$ cat src/rtl/morse_pkg.sv
`default_nettype none
// ============================================================================
// morse_pkg : shared FSM states, glyph codes and Morse pattern lookup
// Rev 1.0
// ============================================================================
package morse_pkg;

  typedef enum logic [1:0] {
    IDLE   = 2'd0,
    PRESS  = 2'd1,
    GAP    = 2'd2,
    DECODE = 2'd3
  } state_t;

  localparam logic [4:0] LETTER_ERR   = 5'd26;
  localparam logic [4:0] LETTER_BLANK = 5'd31;

  // Pattern holds the first symbol in the MSB of the used bits, dot=0 dash=1.
  function automatic logic [4:0] morse_lookup(input logic [2:0] len, input logic [3:0] pat);
    case ({len, pat})
      7'b010_0001: return 5'd0;   // A .-
      7'b100_1000: return 5'd1;   // B -...
      7'b100_1010: return 5'd2;   // C -.-.
      7'b011_0100: return 5'd3;   // D -..
      7'b001_0000: return 5'd4;   // E .
      7'b100_0010: return 5'd5;   // F ..-.
      7'b011_0110: return 5'd6;   // G --.
      7'b100_0000: return 5'd7;   // H ....
      7'b010_0000: return 5'd8;   // I ..
      7'b100_0111: return 5'd9;   // J .---
      7'b011_0101: return 5'd10;  // K -.-
      7'b100_0100: return 5'd11;  // L .-..
      7'b010_0011: return 5'd12;  // M --
      7'b010_0010: return 5'd13;  // N -.
      7'b011_0111: return 5'd14;  // O ---
      7'b100_0110: return 5'd15;  // P .--.
      7'b100_1101: return 5'd16;  // Q --.-
      7'b011_0010: return 5'd17;  // R .-.
      7'b011_0000: return 5'd18;  // S ...
      7'b001_0001: return 5'd19;  // T -
      7'b011_0001: return 5'd20;  // U ..-
      7'b100_0001: return 5'd21;  // V ...-
      7'b011_0011: return 5'd22;  // W .--
      7'b100_1001: return 5'd23;  // X -..-
      7'b100_1011: return 5'd24;  // Y -.--
      7'b100_1100: return 5'd25;  // Z --..
      default:     return LETTER_ERR;
    endcase
  endfunction

endpackage
`default_nettype wire

$ cat src/rtl/key_debounce.sv
`default_nettype none
// ============================================================================
// key_debounce : 2-flop synchronizer plus tick-based debouncer for the key
// Rev 1.0
// ============================================================================
module key_debounce #(
  parameter int DEBOUNCE_MS = 10
) (
  input  logic clk,
  input  logic rst_n,
  input  logic i_key,
  input  logic i_tick,
  output logic o_level
);

  localparam int         CW     = $clog2(DEBOUNCE_MS + 1);
  localparam logic [CW-1:0] c_LAST = CW'(DEBOUNCE_MS - 1);

  logic [1:0]    r_sync;
  logic [CW-1:0] r_cnt;
  logic          r_level;

  // Any clock where the synced key agrees with the held level restarts the run.
  always_ff @(posedge clk or negedge rst_n) begin
    if (!rst_n) begin
      r_sync  <= 2'b00;
      r_cnt   <= '0;
      r_level <= 1'b0;
    end else begin
      r_sync <= {r_sync[0], i_key};
      if (r_sync[1] == r_level) begin
        r_cnt <= '0;
      end else if (i_tick) begin
        if (r_cnt == c_LAST) begin
          r_level <= ~r_level;
          r_cnt   <= '0;
        end else begin
          r_cnt <= r_cnt + 1'b1;
        end
      end
    end
  end

  assign o_level = r_level;

endmodule
`default_nettype wire

$ cat src/rtl/morse_key_decoder.sv
`default_nettype none
// ============================================================================
// morse_key_decoder : times debounced key presses/gaps and decodes A..Z index
// Rev 1.0
// ============================================================================
module morse_key_decoder
  import morse_pkg::*;
#(
  parameter int TICK_DIV      = 100000,
  parameter int DEBOUNCE_MS   = 10,
  parameter int DOT_MAX_MS    = 200,
  parameter int LETTER_GAP_MS = 600
) (
  input  logic       clk,
  input  logic       rst_n,
  input  logic       key_in,
  output logic [4:0] letterNum,
  output logic       letter_valid,
  output logic       letter_err,
  output logic       key_level
);

  localparam int          PW           = (TICK_DIV > 1) ? $clog2(TICK_DIV) : 1;
  localparam logic [PW-1:0] c_PRESC_LAST = PW'(TICK_DIV - 1);
  localparam logic [10:0] c_DOT_MAX    = 11'(DOT_MAX_MS);
  localparam logic [10:0] c_GAP_LAST   = 11'(LETTER_GAP_MS - 1);
  localparam logic [10:0] c_DUR_SAT    = 11'h7FF;

  logic [PW-1:0] r_presc;
  logic          w_tick;
  logic          w_level;
  logic          r_level_q;
  logic          w_rise;
  logic          w_fall;
  logic [10:0]   r_dur;
  logic [3:0]    r_pat;
  logic [2:0]    r_len;
  logic          r_ovf;
  state_t        r_state;
  state_t        w_state_nxt;
  logic          w_shift;
  logic          w_decode;
  logic [4:0]    w_code;
  logic [4:0]    r_letter;
  logic          r_valid;
  logic          r_err;

  always_ff @(posedge clk or negedge rst_n) begin
    if (!rst_n)                     r_presc <= '0;
    else if (r_presc == c_PRESC_LAST) r_presc <= '0;
    else                            r_presc <= r_presc + 1'b1;
  end

  assign w_tick = (r_presc == c_PRESC_LAST);

  key_debounce #(.DEBOUNCE_MS(DEBOUNCE_MS)) u_debounce (
    .clk     (clk),
    .rst_n   (rst_n),
    .i_key   (key_in),
    .i_tick  (w_tick),
    .o_level (w_level)
  );

  assign w_rise = w_level & ~r_level_q;
  assign w_fall = ~w_level & r_level_q;

  // Edges are seen one clock after the debounce tick, so they never share a cycle with a tick.
  always_ff @(posedge clk or negedge rst_n) begin
    if (!rst_n) begin
      r_level_q <= 1'b0;
      r_dur     <= '0;
    end else begin
      r_level_q <= w_level;
      if (w_rise || w_fall)                r_dur <= '0;
      else if (w_tick && r_dur != c_DUR_SAT) r_dur <= r_dur + 1'b1;
    end
  end

  always_ff @(posedge clk or negedge rst_n) begin
    if (!rst_n) r_state <= IDLE;
    else        r_state <= w_state_nxt;
  end

  always_comb begin
    w_state_nxt = r_state;
    w_shift     = 1'b0;
    w_decode    = 1'b0;
    case (r_state)
      IDLE:   if (w_rise) w_state_nxt = PRESS;
      PRESS:  if (w_fall) begin
                w_shift     = 1'b1;
                w_state_nxt = GAP;
              end
      GAP:    if (w_tick && r_dur == c_GAP_LAST) w_state_nxt = DECODE;
              else if (w_rise)                   w_state_nxt = PRESS;
      DECODE: begin
                w_decode    = 1'b1;
                w_state_nxt = IDLE;
              end
      default: w_state_nxt = IDLE;
    endcase
  end

  assign w_code = r_ovf ? LETTER_ERR : morse_lookup(r_len, r_pat);

  always_ff @(posedge clk or negedge rst_n) begin
    if (!rst_n) begin
      r_pat    <= '0;
      r_len    <= '0;
      r_ovf    <= 1'b0;
      r_letter <= LETTER_BLANK;
      r_valid  <= 1'b0;
      r_err    <= 1'b0;
    end else begin
      r_valid <= 1'b0;
      r_err   <= 1'b0;
      if (w_shift) begin
        if (r_len == 3'd4) begin
          r_ovf <= 1'b1;
        end else begin
          r_pat <= {r_pat[2:0], (r_dur >= c_DOT_MAX)};
          r_len <= r_len + 1'b1;
        end
      end else if (w_decode) begin
        r_letter <= w_code;
        r_valid  <= 1'b1;
        r_err    <= (w_code == LETTER_ERR);
        r_pat    <= '0;
        r_len    <= '0;
        r_ovf    <= 1'b0;
      end
    end
  end

  assign letterNum    = r_letter;
  assign letter_valid = r_valid;
  assign letter_err   = r_err;
  assign key_level    = w_level;

endmodule
`default_nettype wire

$ cat config.mk
export PLATFORM = sky130hd
export DESIGN_NAME = morse_key_decoder
export DESIGN_NICKNAME = d
export VERILOG_FILES = /design/src/rtl/morse_pkg.sv /design/src/rtl/key_debounce.sv /design/src/rtl/morse_key_decoder.sv
export SDC_FILE = /design/constraint.sdc
export NUM_CORES = 1
export LEC_CHECK = 0
export ABC_CLOCK_PERIOD_IN_PS = 2300
export CAP_MARGIN = 40
export CORE_UTILIZATION = 37
export CTS_CLUSTER_DIAMETER = 200
export CTS_CLUSTER_SIZE = 12
export DETAILED_ROUTE_END_ITERATION = 8
export PLACE_DENSITY = 0.67
export SETUP_SLACK_MARGIN = 0.2
export SYNTH_ARGS = -nofsm -noshare
export SYNTH_HDL_FRONTEND = slang
export SYNTH_HIERARCHICAL = 1
export SYNTH_SLANG_ARGS = --single-unit
$ cat constraint.sdc
create_clock -name clk -period 2.3 [get_ports clk]
set_input_delay 0.46 -clock clk [delete_from_list [all_inputs] [get_ports clk]]
set_output_delay 0.46 -clock clk [all_outputs]
set_load 0.1 [all_outputs]
==> impl_metrics.yaml <==
outcome:
  status: "complete, no violations"
cells_and_area:
  fin_nets: 337
  final_cells: 423
  fill_cells: 761
  fin_area_um2: 3330
  diodes: 0
  ff_latch_area_um2: 1340
  syn_to_final_growth_pct: 14.1
  multi_input_area_um2: 1510
  postLayoutCoreUtil_pct: 43.3
  drive_gt1_share_pct: 17.4
floorplan:
  placement_rows: 32
  die_w_um: 90.8
  dieArea_um2: 8250
  initial_core_util_pct: 38.0
  core_area_um2: 7690
  fp.dieH_um: 90.8
  ios: 11
synthesis:
  synth.most_common_cell: "dfrtp_1"
  avgSynthCellArea_um2: 9.73
  synth_cell_types: 57
  syn-num-nets: 317
  synthAdderAreaFrac_pct: 6.00
  synth_xor_xnor_area_share_pct: 7.20
  synth_top_cell_by_area: "dfrtp_1"
  synth_area_leaders: "dfrtp_1, ha_1, nor2_1, dfstp_2, xnor2_1"
  synth_top_family_by_area: "simple AND/OR/NAND/NOR gates"
  synth_top_area_share_pct: 41.1
  synth-simple-area-share_pct: 23.4
  netlist_instances: 300
  ys_dominant_reg_cell: "dfrtp_1"
  synth_edf_count: 0
  netlist_area_um2: 2920
  synth_mux_area_share_pct: 1.80
  ys_seq_area_share_pct: 45.6
  async_flop_share_pct: 100
  yosysWarnings: 6
  synth_compound_area_share_pct: 12.0
  ys_top_cells_by_count: "dfrtp_1, nor2_1, nand2_1"
  synth-seq-cells: 53
critical_path:
  endpoint: "r_dur[7]$_DFFE_PN0P_"
  end_kind: "flop"
  r2r_cells: 6
  cp.required_ns: 2.50
  crit_type: "flop to flop"
  critPathMaxFanout: 7
  cp.arrival_ns: 2.35
  ff2ff_setup_slack_ns: 0.15
  reg2reg_from: "r_presc[12]$_DFF_PN0_"
  r2r_end: "r_dur[7]$_DFFE_PN0P_"
  critPathLaunchType: "flop"
  startpoint: "r_presc[12]$_DFF_PN0_"
sta:
  setup_tns_ns: 0
  rsz0062_at_grt: "true"
  fin_crit_ns: 2.15
  holdWs_ns: 0.133
  fin_skew_ns: 0.0161
  tightest_slew_ns: 0.527
  min_period_over_period_pct: 93.5
  slew_headroom_pct: 64.9
  fmax_ghz: 0.465
  slew_viol_final: 0
  finalHoldViolCount: 0
  setup_viol: 0
route:
  wl_per_cell_um: 12.9
  vias: 2160
  finalWirelength_mm: 5.45
  first_iter_violations: 87
  first_pass_iters: 4
  postRouteAntennaNets: 0
  vias_per_cell: 5.11
  drc: 0
grt:
  gr-max-usage-layer: "met2"
  gr-usage-met2_pct: 23.5
  grt.total_usage_pct: 14.2
  grt_max_degree: 54
  grt_pass1_wl_mm: 9.60
  grt.met3_usage_pct: 3.20
  first_global_vias: 2102
  grt_util_met1_pct: 18.7
  antenna_found_initial: 0
  gr-total-overflow: 0
clock_tree:
  root_buffer: "clkbuf_8"
  cts_tree: "yes"
  cts_buffer_depth: 2
  clk_pin_slew_ns: 0.10
  clock_sinks: 53
  clk_latency_ns: 0.31
  cts_made_buffers: 5
  htree_levels: 2
  hold_buffers: 0
placed_design:
  place_hpwl_mm: 3.89
  dpl-instance-area_um2: 3160
  placed_cells_incl_taps: 410
  port_buffers: 10
  finalWeightedCongestion: 0.811
power_and_ir_drop:
  p_leak_nw: 1.44
  power_density_nw_per_um2: 443
  peakVddDrop_mv: 0.201
hold_path:
  hold_class: "input pin to asynchronous set/reset pin"
job:
  max-cap-violations: 0
-- sequential cells by signal, indices dropped and copies added (netlist names) --
| signal | flops |
|---|---|
| r_presc | 17 |
| r_dur | 11 |
| letterNum | 5 |
| r_pat | 4 |
| u_debounce/r_cnt | 4 |
| r_len | 3 |
| r_state | 2 |
| u_debounce/r_sync | 2 |
| letter_err | 1 |
| letter_valid | 1 |
| r_level_q | 1 |
| r_ovf | 1 |
| u_debounce/o_level | 1 |
-- cell families (layout without fill, tap and decap cells) --
group	after synthesis	count (layout)
compound gates	50	50
fa+ha+maj	14	14
buf+inv	29	50
simple gates	125	125
flops	53	53
mux	5	5
xor+xnor	24	24
-- through the flow --
stage	setup WS, ns	power [W]
finish	0.150	0.00148
floorplan	0.166	0.000954
CTS	0.153	0.00151
detailed placement	0.0212	0.000980
global placement	0.0901	0.000980
global route	0.0628	0.00155
-- layout make-up --
class | instances | share of cell area, %
multi-input combinational | 218 | 45.5
inverter | 18 | 2.03
clock inverter | 2 | 0.413
timing repair buffer | 24 | 6.01
clock buffer | 6 | 2.18
sequential | 53 | 40.1
tap | 102 | 3.83
-- report_power, final --
part | internal, W | leakage, nW | switching [W]
Clock | 0.000218 | 0.0456 | 0.000299
Sequential | 0.000933 | 0.700 | 0.000000785
Combinational | 0.00000628 | 0.691 | 0.0000192
-- how the worst min path moves through the flow --
stage	to	slack [ns]	cells after the start
floorplan	letter_err$_DFF_PN0_	0.16	0
global placement	u_debounce/r_sync[1]$_DFF_PN0_	0.33	0
detailed placement	u_debounce/r_sync[1]$_DFF_PN0_	0.33	0
CTS	letter_err$_DFF_PN0_	0.13	2
global route	letter_err$_DFF_PN0_	0.14	2
finish	r_presc[9]$_DFF_PN0_	0.13	2
-- layout by cell type (no fill, tap or decap), types with 3 or more instances in the layout --
| cell | n |
|---|---|
| and2_1 | 3 |
| nand3b_1 | 4 |
| a21oi_2 | 3 |
| xnor2_1 | 14 |
| nand3_1 | 9 |
| and4_1 | 5 |
| o21a_1 | 3 |
| nand2_1 | 25 |
| inv_1 | 17 |
| clkbuf_8 | 5 |
| nand4_1 | 6 |
| o21ai_0 | 7 |
| a21oi_1 | 9 |
| nor4_1 | 3 |
| or3_1 | 3 |
| nor3_1 | 5 |
| dfrtp_1 | 46 |
| buf_4 | 19 |
| dfstp_2 | 5 |
| nor2b_1 | 4 |
| nor2_1 | 34 |
| mux2i_1 | 3 |
| xor2_1 | 9 |
| a22o_1 | 6 |
| ha_1 | 14 |
| and3_1 | 6 |
-- metal layers --
metal | share of wire, % | routed length, um
met5 | 0 | 0
met4 | 0.77 | 42
met3 | 2.6 | 140
met2 | 48 | 2610
met1 | 49 | 2650
-- what timing repair did --
item                       CTS  global route
gates resized for setup      1            12
setup endpoints to repair   12            14
cloned                       0             0
pin swaps                    1             6
setup buffers                3             2
-- worst max-delay path: stages, from the launching register on --
cell and delay, ns:
dfrtp_1 0.39, or4b_4 0.54, or3_4 0.41, nor4_4 0.30, buf_6 0.17, a21oi_2 0.05
o21a_1 0.18
Power figures use the tool's default switching activity.
